--- src/rtl/bcd_pkg.sv ---
// Shared types and constants for the sequential binary-to-BCD converter.
package bcd_pkg;

    // Controller states.
    typedef enum logic [1:0] {
        IDLE  = 2'd0,
        LOAD  = 2'd1,
        SHIFT = 2'd2,
        DONE  = 2'd3
    } bcd_state_t;

    // Default operand width and number of decimal digits produced.
    localparam int DEF_BIN_W  = 16;
    localparam int DEF_DIGITS = 5;

    // Width of the significant-digit count (holds 1..DEF_DIGITS).
    localparam int CNT_W = 3;

endpackage

--- src/rtl/bcd_convert_seq_if.sv ---
// Start/done handshake and result bus between the multiplier result path
// (master) and the BCD converter (slave).
interface bcd_convert_seq_if #(
    parameter int BIN_W  = bcd_pkg::DEF_BIN_W,
    parameter int DIGITS = bcd_pkg::DEF_DIGITS
);
    logic                      start;
    logic [BIN_W-1:0]          bin_in;
    logic                      is_signed;
    logic                      busy;
    logic                      done;
    logic [4*DIGITS-1:0]       bcd_out;
    logic                      sign_out;
    logic [bcd_pkg::CNT_W-1:0] digit_count;

    modport master (
        output start, bin_in, is_signed,
        input  busy, done, bcd_out, sign_out, digit_count
    );

    modport slave (
        input  start, bin_in, is_signed,
        output busy, done, bcd_out, sign_out, digit_count
    );
endinterface

--- src/rtl/bcd_add3.sv ---
// Double-dabble correction cell: a BCD digit above 4 gets 3 added so that the
// following left shift carries correctly into the next decimal digit.
module bcd_add3 (
    input  logic [3:0] din,
    output logic [3:0] dout
);

    assign dout = (din > 4'd4) ? din + 4'd3 : din;

endmodule

--- src/rtl/bcd_convert_seq.sv ---
// Sequential binary-to-BCD converter. Takes the magnitude of a signed or
// unsigned operand and runs double-dabble one bit per clock through a single
// shared bank of add-3 cells. Results are held stable between done pulses.
module bcd_convert_seq
    import bcd_pkg::*;
#(
    parameter int BIN_W  = DEF_BIN_W,
    parameter int DIGITS = DEF_DIGITS
) (
    input  logic               clk,
    input  logic               rst_n,
    bcd_convert_seq_if.slave   bus
);

    localparam int SCR_W = 4 * DIGITS;
    localparam int CTR_W = $clog2(BIN_W + 1);

    bcd_state_t        state_q,   state_d;
    logic [BIN_W-1:0]  bin_q,     bin_d;
    logic              signed_q,  signed_d;
    logic [BIN_W-1:0]  mag_q,     mag_d;
    logic              neg_q,     neg_d;
    logic [SCR_W-1:0]  scratch_q, scratch_d;
    logic [CTR_W-1:0]  ctr_q,     ctr_d;
    logic              busy_q,    busy_d;
    logic              done_q,    done_d;
    logic [SCR_W-1:0]  bcd_q,     bcd_d;
    logic              sign_q,    sign_d;
    logic [CNT_W-1:0]  count_q,   count_d;

    logic [SCR_W-1:0]  scratch_adj;
    logic [SCR_W-1:0]  scratch_sh;
    logic [CNT_W-1:0]  count_next;

    // One add-3 correction cell per digit, all applied in parallel before the shift.
    for (genvar g = 0; g < DIGITS; g++) begin : g_add3
        bcd_add3 u_add3 (
            .din  (scratch_q[4*g +: 4]),
            .dout (scratch_adj[4*g +: 4])
        );
    end

    // {scratch, magnitude} is treated as one rotating register: the digit bank
    // takes the next magnitude bit, and its own top bit wraps into the vacated
    // magnitude LSB. That top bit is always zero for in-range operands, and the
    // wrapped bits are never read, so this behaves as a plain left shift.
    assign scratch_sh = {scratch_adj[SCR_W-2:0], mag_q[BIN_W-1]};

    // Significant digits of the final scratch value: highest nonzero digit + 1, minimum 1.
    always_comb begin
        count_next = CNT_W'(1);
        for (int i = 0; i < DIGITS; i++) begin
            if (scratch_sh[4*i +: 4] != 4'd0) begin
                count_next = CNT_W'(i + 1);
            end
        end
    end

    // Controller next-state logic; outputs are loaded only on entry to DONE.
    always_comb begin
        state_d   = state_q;
        bin_d     = bin_q;
        signed_d  = signed_q;
        mag_d     = mag_q;
        neg_d     = neg_q;
        scratch_d = scratch_q;
        ctr_d     = ctr_q;
        busy_d    = busy_q;
        done_d    = 1'b0;
        bcd_d     = bcd_q;
        sign_d    = sign_q;
        count_d   = count_q;

        unique case (state_q)
            IDLE: begin
                if (bus.start) begin
                    bin_d    = bus.bin_in;
                    signed_d = bus.is_signed;
                    busy_d   = 1'b1;
                    state_d  = LOAD;
                end
            end
            LOAD: begin
                if (signed_q && bin_q[BIN_W-1]) begin
                    mag_d = -bin_q;
                    neg_d = 1'b1;
                end else begin
                    mag_d = bin_q;
                    neg_d = 1'b0;
                end
                scratch_d = '0;
                ctr_d     = CTR_W'(BIN_W);
                state_d   = SHIFT;
            end
            SHIFT: begin
                scratch_d = scratch_sh;
                mag_d     = {mag_q[BIN_W-2:0], scratch_adj[SCR_W-1]};
                ctr_d     = ctr_q - CTR_W'(1);
                if (ctr_q == CTR_W'(1)) begin
                    done_d  = 1'b1;
                    bcd_d   = scratch_sh;
                    sign_d  = neg_q;
                    count_d = count_next;
                    state_d = DONE;
                end
            end
            DONE: begin
                if (bus.start) begin
                    bin_d    = bus.bin_in;
                    signed_d = bus.is_signed;
                    state_d  = LOAD;
                end else begin
                    busy_d  = 1'b0;
                    state_d = IDLE;
                end
            end
            default: begin
                busy_d  = 1'b0;
                state_d = IDLE;
            end
        endcase
    end

    // State and result registers; reset aborts any conversion in flight.
    always_ff @(posedge clk or negedge rst_n) begin
        if (!rst_n) begin
            state_q   <= IDLE;
            bin_q     <= '0;
            signed_q  <= 1'b0;
            mag_q     <= '0;
            neg_q     <= 1'b0;
            scratch_q <= '0;
            ctr_q     <= '0;
            busy_q    <= 1'b0;
            done_q    <= 1'b0;
            bcd_q     <= '0;
            sign_q    <= 1'b0;
            count_q   <= CNT_W'(1);
        end else begin
            state_q   <= state_d;
            bin_q     <= bin_d;
            signed_q  <= signed_d;
            mag_q     <= mag_d;
            neg_q     <= neg_d;
            scratch_q <= scratch_d;
            ctr_q     <= ctr_d;
            busy_q    <= busy_d;
            done_q    <= done_d;
            bcd_q     <= bcd_d;
            sign_q    <= sign_d;
            count_q   <= count_d;
        end
    end

    assign bus.busy        = busy_q;
    assign bus.done        = done_q;
    assign bus.bcd_out     = bcd_q;
    assign bus.sign_out    = sign_q;
    assign bus.digit_count = count_q;

endmodule

--- src/flat_wrapper.sv ---
// flat-port wrapper written by rule: the top's interface ports become plain ports
module bcd_convert_seq_flat import bcd_pkg::*;
#(
    parameter int BIN_W  = DEF_BIN_W,
    parameter int DIGITS = DEF_DIGITS
)
  (clk, rst_n, bus_start, bus_bin_in, bus_is_signed, bus_busy, bus_done, bus_bcd_out, bus_sign_out, bus_digit_count);
  bcd_convert_seq_if #(.BIN_W(BIN_W), .DIGITS(DIGITS)) bus_i ();
  input  logic clk;
  input  logic rst_n;
  input wire logic [$bits(bus_i.start)-1:0] bus_start;
  input wire logic [$bits(bus_i.bin_in)-1:0] bus_bin_in;
  input wire logic [$bits(bus_i.is_signed)-1:0] bus_is_signed;
  output wire logic [$bits(bus_i.busy)-1:0] bus_busy;
  output wire logic [$bits(bus_i.done)-1:0] bus_done;
  output wire logic [$bits(bus_i.bcd_out)-1:0] bus_bcd_out;
  output wire logic [$bits(bus_i.sign_out)-1:0] bus_sign_out;
  output wire logic [$bits(bus_i.digit_count)-1:0] bus_digit_count;
  assign bus_i.start = bus_start;
  assign bus_i.bin_in = bus_bin_in;
  assign bus_i.is_signed = bus_is_signed;
  assign bus_busy = bus_i.busy;
  assign bus_done = bus_i.done;
  assign bus_bcd_out = bus_i.bcd_out;
  assign bus_sign_out = bus_i.sign_out;
  assign bus_digit_count = bus_i.digit_count;
  bcd_convert_seq #(.BIN_W(BIN_W), .DIGITS(DIGITS)) u_core (.clk(clk), .rst_n(rst_n), .bus(bus_i));
endmodule
--- config.mk ---
export PLATFORM = sky130hd
export DESIGN_NAME = bcd_convert_seq_flat
export DESIGN_NICKNAME = d
export VERILOG_FILES = /design/src/rtl/bcd_pkg.sv /design/src/rtl/bcd_convert_seq_if.sv /design/src/rtl/bcd_add3.sv /design/src/rtl/bcd_convert_seq.sv /design/src/flat_wrapper.sv
export SDC_FILE = /design/constraint.sdc
export NUM_CORES = 1
export LEC_CHECK = 0
export CAP_MARGIN = 0
export CORE_MARGIN = 2
export CORE_UTILIZATION = 40
export DETAILED_ROUTE_END_ITERATION = 12
export PLACE_DENSITY_LB_ADDON = 0.12
export REMOVE_ABC_BUFFERS = 1
export SYNTH_ARGS = -nofsm -noshare
export SYNTH_HDL_FRONTEND = slang
export SYNTH_SLANG_ARGS = --single-unit
--- constraint.sdc ---
create_clock -name clk -period 2.8 [get_ports clk]
set_input_delay 0.84 -clock clk [delete_from_list [all_inputs] [get_ports clk]]
set_output_delay 0.84 -clock clk [all_outputs]
set_load 0.005 [all_outputs]
-- After elaboration in Yosys (flattened, before gate mapping)
Index checks and enable logic that the tools add are counted.
- latch bits: 0
- word-level logic and storage cells: 67
- register bits: 87
- bits in read-only memories: 0
- memories kept: 0
- bits in writable memories: 0
- input bits: 20
- multiplexer cells: 23
- eq/ne operators: 7
- shifts and indexed selects: 0
- reduce and logical (&&, ||, !) cells: 13
- $lt $le $gt $ge: 5
- div/mod/pow operators: 0
- bitwise logic cells: 0
- $add $sub $neg: 7
- multipliers: 0
- operators with widths (operator ; count):
    one-hot mux 20 bit (2 select lines) ; 1
    one-hot mux 16 bit (2 select lines) ; 1
    adder 4 x 2 -> 4 bit (second input constant) ; 5
    > comparator 4 x 3 -> 1 bit (second input constant) ; 5
    2-to-1 mux 4 bit ; 5
    2-to-1 mux 16 bit ; 1
    negation 16 bit ; 1
    nonzero test 4 bit ; 4
    one-hot mux 5 bit (2 select lines) ; 1
    2-to-1 mux 3 bit ; 3
    one-hot mux 2 bit (4 select lines) ; 1
    2-to-1 mux 1 bit ; 6
    2-to-1 mux 2 bit ; 3
    AND reduction 2 bit ; 3
    equality test 5 x 1 -> 1 bit (second input constant) ; 1
    subtractor 5 x 1 -> 5 bit (second input constant) ; 1
    equality test 2 bit (second input constant) ; 2
    inequality test 2 bit (second input constant) ; 2
    nonzero test 2 bit ; 2
    AND reduction 3 bit ; 1
    equality test 2 x 1 -> 1 bit (second input constant) ; 1
    logical NOT 2 bit ; 1
    inequality test 2 x 1 -> 1 bit (second input constant) ; 1
    one-hot mux 1 bit (2 select lines) ; 1
    2 further kinds ; 2

-- Logic depth before layout (Yosys ltp)
Gate-level depths: netlist (run 1).
- depth in word-level cells: 7
- mapped depth: 9
- gate-level depth less buffers: 8

-- Cells and area by module
From an unflattened synthesis (run 1), not the netlist that was laid out.
- cell total of the unflattened synthesis: 462
- area, all modules: 4599.4 um^2
- modules (own cells, without submodules) (module ; cells an instance ; sequential area each (um^2) ; area an instance (um^2) ; times used):
    bcd_convert_seq ; 387 ; 2178.3 ; 4080.2 ; 1
    bcd_add3 ; 15 ; 0.0 ; 103.8 ; 5

-- Worst setup path before layout (run 1)
No wires, ideal clock.
- path kind: input to register
- start point: input port bus_start
- end point: register u_core.bin_q[10]
- setup time: 0.125 ns
- path buffers: 1
- stages on the path: 4
- path slack: 0.985 ns
- data required time: 2.675 ns
- data arrival time: 1.691 ns
- cell sequence: inv_1 -> nor2_1 -> clkbuf_1 -> mux2_2
- longest elaborated chain between the ends: 1
- RTL lines (element ; RTL line ; RTL):
    start, declared ; flat_wrapper.sv:11 ; input wire logic [$bits(bus_i.start)-1:0] bus_start;
    AND reduction 2 bit (no source line) ; - ;
    end signal, assigned ; bcd_convert_seq.sv:141 ; bin_q <= bin_d;
    end, declared ; bcd_convert_seq.sv:19 ; logic [BIN_W-1:0] bin_q, bin_d;
Every way passes these cells.
A chain may end at the register's enable or synchronous reset.

-- Worst setup path in the final report (run 1)
- start point: register u_core.count_q[0], in the netlist u_core.bus.digit_count[0]
- end point: output port bus_digit_count[0]
- RTL lines (element ; RTL line ; RTL):
    start, declared ; bcd_convert_seq.sv:29 ; logic [CNT_W-1:0] count_q, count_d;
    start signal, assigned ; bcd_convert_seq.sv:151 ; count_q <= count_d;
    end, declared ; flat_wrapper.sv:18 ; output wire logic [$bits(bus_i.digit_count)-1:0] bus_digit_count;
No word-level cell between the ends.

==> results of run 1 <==
-- flip-flops by register name, indices dropped and copies added, names as in the netlist --
signal and count:
u_core.bus.digit_count 3, u_core.bus.sign_out 1, u_core.bus.bcd_out 20, u_core.mag_q 16, u_core.ctr_q 5, u_core.signed_q 1, u_core.scratch_q 20, u_core.bus.busy 1
u_core.state_q 2, u_core.neg_q 1, u_core.bin_q 16, u_core.bus.done 1
-- power by group through the flow --
stage / sequential (mW) / combinational (mW) / clock (mW)
after floorplan: 1.87 / 1.41 / 0
after global placement: 1.93 / 1.95 / 0
after detailed placement: 1.94 / 1.99 / 0
after CTS: 1.91 / 2.00 / 0.890
after global routing: 1.97 / 2.24 / 0.953
final: 1.91 / 1.97 / 0.860
-- through the flow --
step           power [mW]  setup slack, ps  utilization  instance area [um^2]  hold slack, ps
2_1_floorplan        3.28             79.8            -                  4220             435
6_report             4.75              594        0.492                  5110             474
5_1_grt              5.17              539        0.492                  5110             516
3_3_place_gp         3.88              531        0.474                  4910             461
4_1_cts              4.81              575        0.492                  5110             488
3_5_place_dp         3.93              508        0.474                  4910             470
-- cell families after synthesis --
logic type	count (synthesis)	synth area share
AOI/OAI and AO/OA	120	0.165
xor gates and xnor gates	18	0.0368
adders and majority gates	16	0.0467
buffers and inverters	55	0.0484
DFF	87	0.508
muxes	26	0.0671
and+or+nand+nor	119	0.128
-- cell usage after synthesis (all sizes together), types with 5 or more instances --
cell type / n / area share
mux2: 22 / 0.058
o22ai: 20 / 0.029
ha: 16 / 0.047
dfrtp: 86 / 0.50
inv: 36 / 0.032
a21oi: 21 / 0.025
nor2: 24 / 0.021
nand3: 7 / 0.0082
xnor2: 13 / 0.027
o21ai: 55 / 0.064
nand2: 60 / 0.053
xor2: 5 / 0.010
nor3: 6 / 0.0070
buf: 5 / 0.0047
clkbuf: 14 / 0.012
-- worst reg2reg max path: stages (launching register included) --
cell and delay (ps):
dfrtp_1 400, inv_1 100, ha_1 620, buf_4 350, nand2_1 240, o221ai_1 220
-- worst max path at each step --
| stage | start | to |
|---|---|---|
| global route | u_core.bus.digit_count[0] | bus_digit_count[0] |
| floorplan | u_core.state_q[0] | u_core.bin_q[10] |
| finish | u_core.bus.digit_count[0] | bus_digit_count[0] |
| CTS | u_core.bus.digit_count[0] | bus_digit_count[0] |
| global placement | bus_start | u_core.bin_q[15] |
| detailed placement | bus_start | u_core.signed_q |
-- cells in the final DEF, fill, tap and decap left out, types with 2 or more instances in the layout --
master | synthesis | final
dfrtp_1 | 86 | 86
o221ai_1 | 4 | 4
a21oi_1 | 21 | 21
clkbuf_1 | 14 | 3
o22ai_1 | 20 | 20
buf_4 | 0 | 9
o21a_1 | 4 | 4
or3_1 | 2 | 2
nor2_1 | 24 | 24
inv_1 | 35 | 35
nor3_1 | 6 | 6
nand2_1 | 60 | 60
mux2_2 | 22 | 22
o41ai_1 | 2 | 2
clkbuf_8 | 0 | 10
nand3_1 | 7 | 7
o21ai_0 | 55 | 55
clkdlybuf4s50_1 | 0 | 44
a2bb2oi_1 | 2 | 2
and2_1 | 3 | 3
nor2b_1 | 3 | 3
ha_1 | 16 | 16
a31oi_1 | 2 | 2
mux2i_1 | 4 | 4
xnor2_1 | 13 | 13
xor2_1 | 5 | 5
-- area by class of cell --
class,count,area share
multi-input combinational,299,0.373
timing repair buffer,54,0.103
clock inverter,3,0.00833
tap,136,0.0333
inverter,36,0.0265
sequential,87,0.427
clock buffer,13,0.0292
-- metal layers --
layer / share of wire / track usage / up-vias
met5: 0 / 0 / -
met4: 0.0095 / 0.0458 / 0
met3: 0.033 / 0.0345 / 5
met2: 0.48 / 0.261 / 51
met1: 0.47 / 0.209 / 1511
li1: - / - / 1618
==> impl_metrics.yaml, run 1 <==
timing:
  period_share: 0.788
  rsz0062_at_grt: "false"
  fin_skew_ps: 13.6
  setup_violations: 0
  drv_slew: 0
  worstMarginPinSlew_ps: 585
  hold_viol: 0
  tns_ps: 0
  fin_crit_ps: 2210
  max_slew_margin: 0.610
  fmax_ghz: 0.453
cts:
  cts_resized: 0
  clk_latency_ps: 350
  htreeDepth: 3
  clk_pin_slew_worst_paths_ps: 90
  ctsHoldBuffers: 0
  clockRootBuffer: "clkbuf_8"
  cts_buffer_depth: 2
  postCtsSetupBuffers: 0
  numClockSinks: 87
  cts_tree: "built"
  cts_made_buffers: 9
drt:
  drt_first_iter_violations: 95
  ant_nets: 0
  post_drt_wl_per_cell_um: 13.3
  firstDrtPassIters: 4
  via_count: 3185
  vias_per_cell: 5.07
  drt-total-wl_um: 8330
  remaining_drc_errors: 0
worst_setup_path:
  path_buf_inv: 1
  cp_slowest_cell: "dfstp_2"
  reg2reg_depth: 5
  r2r-start: "u_core.state_q[1]"
  regToRegEndpoint: "u_core.mag_q[7]"
  slowest_delay_ps: 530
  cp_top_family: "flip-flops"
  cp_data_arrival_time_ps: 1370
  end_kind: "output pin"
  path_cells: "clkdlybuf4s50_1"
  cp.required_ps: 1960
  timing.setup.critical_path_class: "register to output pin"
  cp_num_cells: 1
  r2r_slack_ps: 790
  path_max_fanout: 2
  cp-start-kind: "register"
layout:
  drive_gt1_frac: 0.108
  multi_input_area_um2: 1900
  areaGrowthSynthToFinish_pct: 19.0
  seqCellArea_um2: 2180
  antenna_cells: 0
  fillers: 998
  layout.nets: 523
  fin_cells: 628
placement:
  port_buffers: 45
  place_congestion: 0.789
  dp_cells: 612
  dp.final_hpwl_um: 5850
floorplan:
  initial_utilization: 0.414
  core_um2: 10400
  rows: 37
  pin_count: 46
  chipHeight_um: 108
  dieArea_um2: 11600
  die_x_um: 108
hold_path:
  hold_end: "u_core.bus.sign_out"
  worstHoldPathType: "register to register"
  min_from: "u_core.neg_q"
  hold_path_depth: 2
global_routing:
  grt_max_degree: 46
  antenna_found_initial: 0
  track_usage: 0.158
  grt-ovfl-total: 0
  grt_pass1_vias: 3112
  grt_pass1_wl_um: 14600
logic_synthesis:
  ys_ff_latch: 87
  yosysUniqueCellTypes: 51
  yosysWarnings: 0
  avgSynthCellArea_um2: 9.73
  syn_area_um2: 4290
  synthCells: 441
  synth_edf_count: 0
  synth_flop_cell: "dfrtp_1"
  synthArstFlopShare: 1.00
  seq_area_frac_synth: 0.508
power:
  peakVddDrop_mv: 0.417
  internal_power_mw: 2.99
  leakage_nw: 2.15
  p_sw_frac: 0.371
  p_sw_mw: 1.76
  pwr-share-comb: 0.416
  pwr_density_cell_nw_per_um2: 930
  clkPwrFrac: 0.181
  pwr-share-seq: 0.403
run:
  max-cap-violations: 0
outcome:
  status: "finished clean"
(Power assumes the default switching activity.)
==> inputs of run 2 (changes only) <==
- clock period: 2.8 -> 1.9 ns (I/O delays scaled with it)
==> impl_metrics.yaml, run 2 (synthesis gave the netlist of run 1 again) <==
outcome:
  status: "finished clean"
floorplan:
  rows: 37
  dieArea_um2: 11600
  core_um2: 10400
  initial_utilization: 0.414
  chipHeight_um: 108
  pin_count: 46
  die_x_um: 108
worst_setup_path:
  r2r-start: "u_core.scratch_q[16]"
  slowest_delay_ps: 510
  timing.setup.critical_path_class: "register to output pin"
  cp_slowest_cell: "clkdlybuf4s50_1"
  cp_data_arrival_time_ps: 1240
  path_cells: "clkdlybuf4s50_1"
  path_buf_inv: 1
  startpoint: "u_core.bus.digit_count[1]"
  end_kind: "output pin"
  cp.required_ps: 1330
  path_max_fanout: 2
  cp-start-kind: "register"
  r2r_slack_ps: 110
  cp_top_family: "buffers and inverters"
cts:
  cts_made_buffers: 9
  clk_latency_ps: 350
  ctsHoldBuffers: 0
  cts_tree: "built"
  clockRootBuffer: "clkbuf_8"
  cts_buffer_depth: 2
  clk_pin_slew_worst_paths_ps: 80
  htreeDepth: 3
  numClockSinks: 87
layout:
  multi_input_area_um2: 1950
  areaGrowthSynthToFinish_pct: 23.7
  seqCellArea_um2: 2180
  layout.nets: 531
  utilization: 0.512
  antenna_cells: 0
  drive_gt1_frac: 0.148
  layout_common_cells: "dfrtp_1, nand2_1, o21ai_0"
  layout_commonest_cell: "dfrtp_1"
  fillers: 991
timing:
  fmax_ghz: 0.554
  fin_skew_ps: 7.39
  period_share: 0.950
  max_slew_margin: 0.711
  drv_slew: 0
  hold_viol: 0
  setup_violations: 0
  fin_crit_ps: 1810
  rsz0062_at_grt: "false"
  worstMarginPinSlew_ps: 427
  worst_hold_slack_ps: 128
run:
  max-cap-violations: 0
drt:
  ant_nets: 0
  vias_per_cell: 5.06
  post_drt_wl_per_cell_um: 13.5
  firstDrtPassIters: 4
  via_count: 3218
  remaining_drc_errors: 0
  drt_first_iter_violations: 124
  drt-total-wl_um: 8610
global_routing:
  grt_max_degree: 45
  grt-ovfl-total: 0
  antenna_found_initial: 0
  grt_pass1_wl_um: 14800
  track_usage: 0.162
  grt_pass1_vias: 3172
hold_path:
  worstHoldPathType: "input port to async pin"
power:
  pwr_density_cell_nw_per_um2: 1400
  p_total_mw: 7.43
  peakVddDrop_mv: 0.877
  leakage_nw: 2.25
placement:
  place_congestion: 0.774
  port_buffers: 45
  dp.final_hpwl_um: 6070
==> run 2: report_power, final <==
part | total, mW | internal [mW] | switching (mW)
Sequential | 2.82 | 2.41 | 0.410
Combinational | 3.09 | 1.48 | 1.61
Clock | 1.52 | 0.886 | 0.637
==> run 2: worst paths after layout <==
kind / to / cells past startpoint
hold reg to reg: u_core.bus.bcd_out[7] / 2
setup / recovery: bus_digit_count[1] / 1
min in group clk: u_core.bus.bcd_out[7] / 2
setup reg to reg: u_core.bus.digit_count[1] / 7
hold / removal: u_core.bus.done / 1
max in group asynchronous: u_core.bin_q[1] / 2
==> run 2: repair_timing <==
| action | in CTS | in global routing |
|---|---|---|
| resized for setup | 1 | 13 |
| pin swaps | 0 | 1 |
| endpoints found under the setup margin | 1 | 7 |
| buffers inserted | 0 | 2 |
==> run 2: worst reg2reg max path: stages (launching register included) <==
cell	delay, ps
dfrtp_1	400
inv_1	170
ha_1	220
o21a_1	240
nor2_1	90
a31oi_2	200
nor3b_4	80
a32o_1	270
==> run 2: cell type report <==
class	count	share of cell area
clock inverters	2	0.0113
inverters	36	0.0255
flip-flops and latches	87	0.411
multi-input cells	299	0.368
well taps	136	0.0321
repair buffers	62	0.118
clock buffers	14	0.0344
==> run 2: routing by layer <==
layer | routed length (um) | global-route usage | vias up
met5 | 0 | 0 | -
met1 | 4220 | 0.213 | 1516
met3 | 317 | 0.0375 | 9
met2 | 3960 | 0.260 | 58
li1 | - | - | 1635
met4 | 114 | 0.0614 | 0
==> run 2: through the flow <==
step / instances / area [um^2] / setup TNS, ps / setup WS (ps)
2_1_floorplan: 422 / 4220 / -35140 / -820
3_3_place_gp: 618 / 5000 / -1390 / -99.7
3_5_place_dp: 618 / 5000 / -1550 / -119
4_1_cts: 634 / 5240 / 0 / 65.5
5_1_grt: 636 / 5310 / 0 / 3.04
6_report: 636 / 5310 / 0 / 94.1
==> inputs of run 3 (changes only) <==
- ABC_CLOCK_PERIOD_IN_PS: not set -> 1900
==> results of run 3 <==
Same layout as run 2: the final DEF is identical, and so are final timing and power.
